--- config.mk ---
export PLATFORM = sky130hd
export DESIGN_NAME = safe_guess_ctrl
export DESIGN_NICKNAME = d
export VERILOG_FILES = /design/src/rtl/safe_pkg.sv /design/src/rtl/safe_digit_reg.sv /design/src/rtl/safe_guess_ctrl.sv
export SDC_FILE = /design/constraint.sdc
export NUM_CORES = 1
export LEC_CHECK = 0
export CORE_AREA = 3 3 68 70
export DETAILED_ROUTE_END_ITERATION = 10
export DIE_AREA = 0 0 71 73
export HOLD_SLACK_MARGIN = 0.06
export PLACE_DENSITY = 0.79
export SLEW_MARGIN = 30
export SYNTH_ARGS = -nofsm -noshare
export SYNTH_HDL_FRONTEND = slang
export SYNTH_SLANG_ARGS = --single-unit
--- constraint.sdc ---
create_clock -name clk -period 2.8 [get_ports clk]
set_clock_uncertainty 0.2 [all_clocks]
set_input_delay 0.56 -clock clk [delete_from_list [all_inputs] [get_ports clk]]
set_output_delay 0.56 -clock clk [all_outputs]
set_load 0.05 [all_outputs]
--- src/rtl/safe_pkg.sv ---
// Shared types and sizes for the safe-game codebreaker controller.
package safe_pkg;
  localparam int PEGS   = 4;
  localparam int PEG_W  = 2;
  localparam int CODE_W = PEGS * PEG_W;
  localparam int CNT_W  = 3;

  typedef enum logic [1:0] {
    ENTRY   = 2'd0,
    EVAL    = 2'd1,
    OPEN    = 2'd2,
    LOCKOUT = 2'd3
  } safe_state_t;
endpackage

--- src/rtl/safe_digit_reg.sv ---
// Guess pack register: k-th accepted digit lands in peg k; counts digits up to PEGS.
module safe_digit_reg
  import safe_pkg::*;
(
  input  logic              clk,
  input  logic              reset,
  input  logic              clr,
  input  logic              wr,
  input  logic [PEG_W-1:0]  digit,
  output logic [CODE_W-1:0] guess,
  output logic [CNT_W-1:0]  digits_cnt
);

  logic full;
  assign full = (digits_cnt == CNT_W'(PEGS));

  always_ff @(posedge clk) begin
    if (reset || clr) begin
      guess      <= '0;
      digits_cnt <= '0;
    end else if (wr && !full) begin
      guess[{digits_cnt[1:0], 1'b0} +: PEG_W] <= digit;
      digits_cnt <= digits_cnt + CNT_W'(1);
    end
  end

endmodule

--- src/rtl/safe_guess_ctrl.sv ---
// Codebreaker controller: digit entry, one-cycle evaluation, attempt counting, open/lockout.
//
// state   | meaning
// ENTRY   | collecting digits, waiting for a submit with all pegs entered
// EVAL    | guess held for the evaluator; feedback captured this cycle
// OPEN    | safe open; submit re-keys with the entered guess, relock keeps the secret
// LOCKOUT | too many misses; all inputs ignored until the lock counter runs out
module safe_guess_ctrl
  import safe_pkg::*;
#(
  parameter int          MAX_TRIES   = 8,
  parameter int          LOCK_CYCLES = 50,
  parameter logic [7:0]  SECRET_INIT = 8'hE4,
  localparam int         TRY_W       = $clog2(MAX_TRIES + 1)
) (
  input  logic              clk,
  input  logic              reset,
  input  logic              digit_valid,
  input  logic [1:0]        digit,
  input  logic              submit,
  input  logic              clear,
  input  logic              relock,
  input  logic [3:0]        c_in,
  input  logic [3:0]        m_in,
  output logic [7:0]        guess,
  output logic [7:0]        secret,
  output logic [2:0]        digits_cnt,
  output logic [TRY_W-1:0]  tries,
  output logic              fb_valid,
  output logic [3:0]        fb_correct,
  output logic [3:0]        fb_misplaced,
  output logic              unlocked,
  output logic              locked_out
);

  localparam int LCK_W = $clog2(LOCK_CYCLES + 1);

  safe_state_t       state, state_nxt;
  logic [7:0]        secret_nxt;
  logic [TRY_W-1:0]  tries_nxt;
  logic [LCK_W-1:0]  lock_cnt, lock_nxt;
  logic              dig_clr, dig_wr, fb_load, full;

  assign full = (digits_cnt == 3'(PEGS));

  safe_digit_reg u_digit_reg (
    .clk        (clk),
    .reset      (reset),
    .clr        (dig_clr),
    .wr         (dig_wr),
    .digit      (digit),
    .guess      (guess),
    .digits_cnt (digits_cnt)
  );

  always_comb begin
    state_nxt  = state;
    secret_nxt = secret;
    tries_nxt  = tries;
    lock_nxt   = lock_cnt;
    dig_clr    = 1'b0;
    dig_wr     = 1'b0;
    fb_load    = 1'b0;
    unique case (state)
      ENTRY: begin
        if (clear)                dig_clr   = 1'b1;
        else if (submit && full)  state_nxt = EVAL;
        else                      dig_wr    = digit_valid;
      end
      EVAL: begin
        fb_load = 1'b1;
        if (c_in == 4'hF) begin
          state_nxt = OPEN;
          tries_nxt = '0;
        end else begin
          tries_nxt = tries + TRY_W'(1);
          if (tries == TRY_W'(MAX_TRIES - 1)) begin
            state_nxt = LOCKOUT;
            lock_nxt  = LCK_W'(LOCK_CYCLES);
          end else begin
            state_nxt = ENTRY;
            dig_clr   = 1'b1;
          end
        end
      end
      OPEN: begin
        // a complete re-key outranks relock; clear cancels a pending re-key
        if (submit && full && !clear) begin
          secret_nxt = guess;
          tries_nxt  = '0;
          dig_clr    = 1'b1;
          state_nxt  = ENTRY;
        end else if (relock) begin
          tries_nxt  = '0;
          dig_clr    = 1'b1;
          state_nxt  = ENTRY;
        end else if (clear) begin
          dig_clr = 1'b1;
        end else begin
          dig_wr = digit_valid;
        end
      end
      LOCKOUT: begin
        lock_nxt = lock_cnt - LCK_W'(1);
        if (lock_cnt == LCK_W'(1)) begin
          state_nxt = ENTRY;
          tries_nxt = '0;
          dig_clr   = 1'b1;
        end
      end
      default: state_nxt = ENTRY;
    endcase
  end

  always_ff @(posedge clk) begin
    if (reset) begin
      state        <= ENTRY;
      secret       <= SECRET_INIT;
      tries        <= '0;
      lock_cnt     <= '0;
      fb_valid     <= 1'b0;
      fb_correct   <= '0;
      fb_misplaced <= '0;
    end else begin
      state    <= state_nxt;
      secret   <= secret_nxt;
      tries    <= tries_nxt;
      lock_cnt <= lock_nxt;
      fb_valid <= fb_load;
      if (fb_load) begin
        fb_correct   <= c_in;
        fb_misplaced <= m_in;
      end
    end
  end

  assign unlocked   = (state == OPEN);
  assign locked_out = (state == LOCKOUT);

endmodule

## After elaboration in Yosys (flattened, before gate mapping)

Index checks and enable logic that the tools add are counted.

- Add/subtract/negate cells: 4
- Equal/unequal tests: 13
- Shifts and indexed selects: 2
- Muxes and demuxes: 31
- Reduce and logical (&&, ||, !) cells: 13

Operator list:

| kind | count |
|---|---|
| $mux 4 | 4 |
| $mux 2 | 7 |
| $mux 1 | 12 |
| $mux 6 | 2 |
| $pmux 4 s3 | 1 |
| $pmux 6 s2 | 1 |
| $bwmux 8 | 1 |
| $ne 2x2->1 const B | 4 |
| $pmux 2 s4 | 1 |
| $shift 2x5->8 const A | 1 |
| $shiftx 2x5->8 | 1 |
| $eq 6x1->1 const B | 1 |
| $reduce_and 3->1 | 2 |
| $sub 6x1->6 const B | 1 |
| $neg 3->5 | 1 |
| $add 4x1->4 const B | 1 |
| $eq 2x2->1 const B | 2 |
| $eq 4x3->1 const B | 1 |
| $eq 4x4->1 const B | 1 |
| $pmux 1 s4 | 1 |
| $reduce_and 4->1 | 1 |
| $add 3x1->3 const B | 1 |
| $eq 3x3->1 const B | 1 |
| $logic_and 1x1->1 | 3 |
| other kinds (10) | 11 |

- Register bits: 40
- Output and inout port bits: 34
- Logic and storage cells: 72

## Depth between registers and ports, before layout

- Word-level depth: 6
- Mapped depth: 8
- Gate-level depth less buffers: 6

## By module

Synthesis repeated with hierarchy kept, for this count alone.

- Cells, all modules: 218
- Area, all modules: 1954.4 µm²

By module, submodules not included:

| module | instances | cells an instance | area an instance (µm²) |
|---|---|---|---|
| safe_guess_ctrl | 1 | 152 | 1350.0 |
| safe_digit_reg | 1 | 66 | 604.3 |

## Worst setup path after synthesis

Ideal clock, no wire load.

- Kind: reg-to-reg
- From: register u_digit_reg.digits_cnt[0]
- To: register u_digit_reg.guess[0]
- Arrival time: 2453 ps
- Setup slack: 67 ps
- Stages on the path, launching flop included: 8
- Period minus slack after synthesis: 2733 ps
- Path through: dfxtp_1 inv_1 ha_1 buf_4 a21boi_2 nand3_4 or4b_1 a211oi_2

- Longest elaborated chain between the ends: 6
- Elaborated cells between the ends (all ways): 16
- Classes of those cells: add/sub (1); eq/ne (1); shift (2); mux (7); reduce/logical (5)

RTL lines:

| what | RTL line | source |
|---|---|---|
| from (decl) | safe_digit_reg.sv:11 | `output logic [CNT_W-1:0] digits_cnt` |
| from (signal assigned) | safe_digit_reg.sv:23 | `digits_cnt <= digits_cnt + CNT_W'(1);` |
| $eq 3x3->1 | safe_digit_reg.sv:15, safe_guess_ctrl.sv:44 |  |
| $logic_and 1x1->1 | safe_guess_ctrl.sv:67, safe_guess_ctrl.sv:88 |  |
| $mux 1 or $logic_and 1x1->1 (tied branches) | safe_guess_ctrl.sv:67, safe_guess_ctrl.sv:88 |  |
| $mux 1, on equally long branches | safe_guess_ctrl.sv:66, safe_guess_ctrl.sv:88 |  |
| $pmux 1 s2 or $pmux 1 s4 (tied branches) | safe_guess_ctrl.sv:64 | `unique case (state)` |
| $logic_and 1x1->1 or $logic_or 1x1->1 (tied branches) | safe_digit_reg.sv:21, safe_digit_reg.sv:18 |  |
| to (signal, indexed assignment) | safe_digit_reg.sv:22 | `guess[{digits_cnt[1:0], 1'b0} +: PEG_W] <= digit;` |
| to (decl) | safe_digit_reg.sv:10 | `output logic [CODE_W-1:0] guess,` |

Several ways; a longest one is shown, not always the timed one.
A chain may end at the register's enable or synchronous reset.

## Worst setup path in the final report

- From: register u_digit_reg.digits_cnt[0]
- To: output digits_cnt[0]

RTL lines:

| what | RTL line | source |
|---|---|---|
| to (decl) | safe_guess_ctrl.sv:27 | `output logic [2:0] digits_cnt,` |

No word-level cell between the ends.

==> qor.txt <==
placed instance count - 307
accumulated negative setup slack - 0 ps
reported net switching power - 264 µW
most common library cell in the layout ignoring fill and taps - clkdlybuf4s50_1
number of antenna diodes - 0
number of flops mapped to enable cells by yosys - 0
Final GP Congestion - 0.794
max capacitance violation total - 0
destination of the worst register-to-register timing path - u_digit_reg.guess[1]$_SDFFE_PP0P_
Final period util - 85.2%
clock latency at the later pin of the worst-skew pair - 300 ps
Port Buf Inserts - 49
RSZ-0062 raised after global routing - no
core footprint - 0.00403 mm²
Initial Util - 47.8%
Hold Worst Slack - 256 ps
final core utilization - 64.3%
flop and latch count out of synthesis - 40
detailed-route DRC error count - 0
worst min path class - reg -> reg
buffers inserted during post-CTS setup optimization - 0
First-pass DRT Iterations - 4
placement row count - 23
worst slack at placement - 269 ps
flip-flop cell with the highest count after synthesis - dfxtp_1
Iter 0 DRT Violations - 133
instance area after placement - 0.00248 mm²
number of stages on the worst hold path - 2
initial antenna violation count - 0
synthesized cell area - 0.00192 mm²
clock-pin transition on the worst setup and hold timing paths - 80 ps
Chip Width - 71 µm
Worst R2R Start - u_digit_reg.digits_cnt[1]$_SDFFE_PP0P_
total half-perimeter wirelength after legalization and detailed placement - 3200 µm
Remaining Overflow, GRT - 0
total die area - 0.00518 mm²
TritonCTS clock tree - yes
slew of the pin with the lowest slew margin - 591 ps
Crit path required time - 2040 ps
top achievable clock speed - 0.419 GHz
total via count after detailed routing - 1692
Startpoint Class - register
R2R setup slack - 600 ps
total nets after synthesis - 238
Pint - 876 µW
outcome - finished clean
count of clock tree sinks - 40
startpoint of the tightest hold check path - fb_misplaced[0]$_SDFFE_PP0P_
pin count of the biggest net entering global routing - 30
fraction of layout instances using a drive strength above 1 - 8.68%
number of CTS-inserted buffers - 5
Warnings, synthesis - 0
y dimension of the die - 73 µm
CP Capture Type - output port
Fin. Hold Viols - 0
Total Nets Final - 288
LEAKAGE - 0.939 nW
Final WS setup - 415 ps
worst vdd ir - 0.340 mV
Post-Synthesis Mean Instance Area - 8.99 µm²
Detailed Route WL - 4480 µm
Root Buffer Master - clkbuf_8
number of distinct library cell variants in the gate-level netlist after synthesis - 48
Clk network pwr share - 43.2%
I/O pin count - 50
maximum fanout along the worst path - 10
fin crit period - 2380 ps
worst min-delay path endpoint - fb_misplaced[0]$_SDFFE_PP0P_
instance count of the mapped netlist - 214
final standard cell count with taps included and fillers excluded - 315
final design instance area without fill - 0.00259 mm²
area growth from synthesis to layout - 34.7%
fraction of power consumed by sequential logic - 50.1%
combined global-route utilization of all metal layers - 18.0%
post-route ant nets - 0
highest-count cells in the layout ignoring fill and taps - clkdlybuf4s50_1, dfxtp_1, nand2_1
multi-input gate area in the final layout - 0.00104 mm²
worst slew margin relative to its limit - 60.5%
fin. max-slew vios - 0
total power per unit cell area - 440 mW/mm²
arrival time worst endpoint - 1620 ps
wire length of the first global-routing pass - 7450 µm
Bufs on Longest Clock Path - 2
relative contribution of combinational cells to total power - 6.8%
routed length per placed instance - 14.2 µm
fraction of synthesis flops using an asynchronous set or reset pin - 0%
Tot Pwr - 1.14 mW
sequential element share of the synthesized area - 41.6%
hold buffer count at cts - 0
number of levels in the clock H-tree - 2
fill cell instance count of the final layout - 355
Resize count post-CTS - 0
vias in the first global route - 1621
number of cells on the worst reg-to-reg path - 6
Register Area - 801 µm²
worst setup path class - reg -> out
setup violation total in the final timing report - 0
via/cell ratio - 5.37
Sw Ratio - 23.2%
-- metal layers --
layer  vias up  track usage (%)  wire length (µm)
li1        873                -                 -
met1       772             22.0              2010
met2        40             30.0              2180
met3         7             5.79               249
met4         0             6.26                48
met5         -                0                 0
-- worst max-delay path, stage by stage (launching register included) --
cell             delay (ps)
dfxtp_1                 350
buf_4                   170
clkdlybuf4s50_1         810
-- state kept, by name, summed over array words and instances, names as in the netlist --
name / flops
fb_correct: 4
state: 2
fb_misplaced: 4
tries: 4
secret: 8
u_digit_reg.guess: 8
fb_valid: 1
u_digit_reg.digits_cnt: 3
lock_cnt: 6
-- power by group through the flow --
stage               clock (mW)  combinational (mW)  sequential, mW
detailed placement           0              0.0771           0.584
floorplan                    0              0.0319           0.589
global placement             0              0.0771           0.584
CTS                      0.503              0.0773           0.571
finish                   0.492              0.0772           0.571
global route             0.524              0.0833           0.571
-- Yosys cell counts, drive strengths merged (2+ instances only) --
cell	instances	area, µm²
clkbuf	8	30.0
buf	4	22.5
nand2	26	97.6
inv	7	26.3
nand2b	4	25.0
a21boi	2	18.8
nor3	13	65.1
a221oi	2	17.5
nor2	17	63.8
dfxtp	40	801
and4b	2	20.0
a21oi	13	65.1
ha	8	100
a31oi	3	18.8
o21ai	4	20.0
a211o	4	35.0
nor4b	2	17.5
mux2i	12	120
nor2b	4	25.0
a211oi	4	52.6
a311oi	3	26.3
or4b	3	30.0
nand3	9	57.6
-- worst max-delay path by stage --
stage	slack (ps)	to	depth (start not counted)	start
finish	420	digits_cnt[0]	2	u_digit_reg.digits_cnt[0]$_SDFFE_PP0P_
global route	350	digits_cnt[0]	2	u_digit_reg.digits_cnt[0]$_SDFFE_PP0P_
CTS	410	digits_cnt[0]	2	u_digit_reg.digits_cnt[0]$_SDFFE_PP0P_
detailed placement	270	u_digit_reg.guess[1]$_SDFFE_PP0P_	5	relock
global placement	300	u_digit_reg.guess[0]$_SDFFE_PP0P_	5	relock
floorplan	70	u_digit_reg.guess[0]$_SDFFE_PP0P_	7	u_digit_reg.digits_cnt[0]$_SDFFE_PP0P_
-- cell families after synthesis --
| group | Yosys count | share of synthesized area (%) |
|---|---|---|
| adders and majority gates | 8 | 5.20 |
| AOI/OAI and AO/OA | 43 | 16.8 |
| buffers and inverters | 19 | 4.10 |
| xor gates and xnor gates | 2 | 0.910 |
| and+or+nand+nor | 90 | 25.1 |
| muxes | 12 | 6.24 |
| DFF | 40 | 41.6 |
-- layout make-up --
type                       count  share of cell area [%]
multi-input combinational    155                    40.3
sequential                    40                    30.9
timing repair buffer          55                    20.9
clock buffer                   5                    2.65
tap                           50                    2.41
clock inverter                 3                    1.79
inverter                       7                    1.01
(Power assumes the default switching activity.)
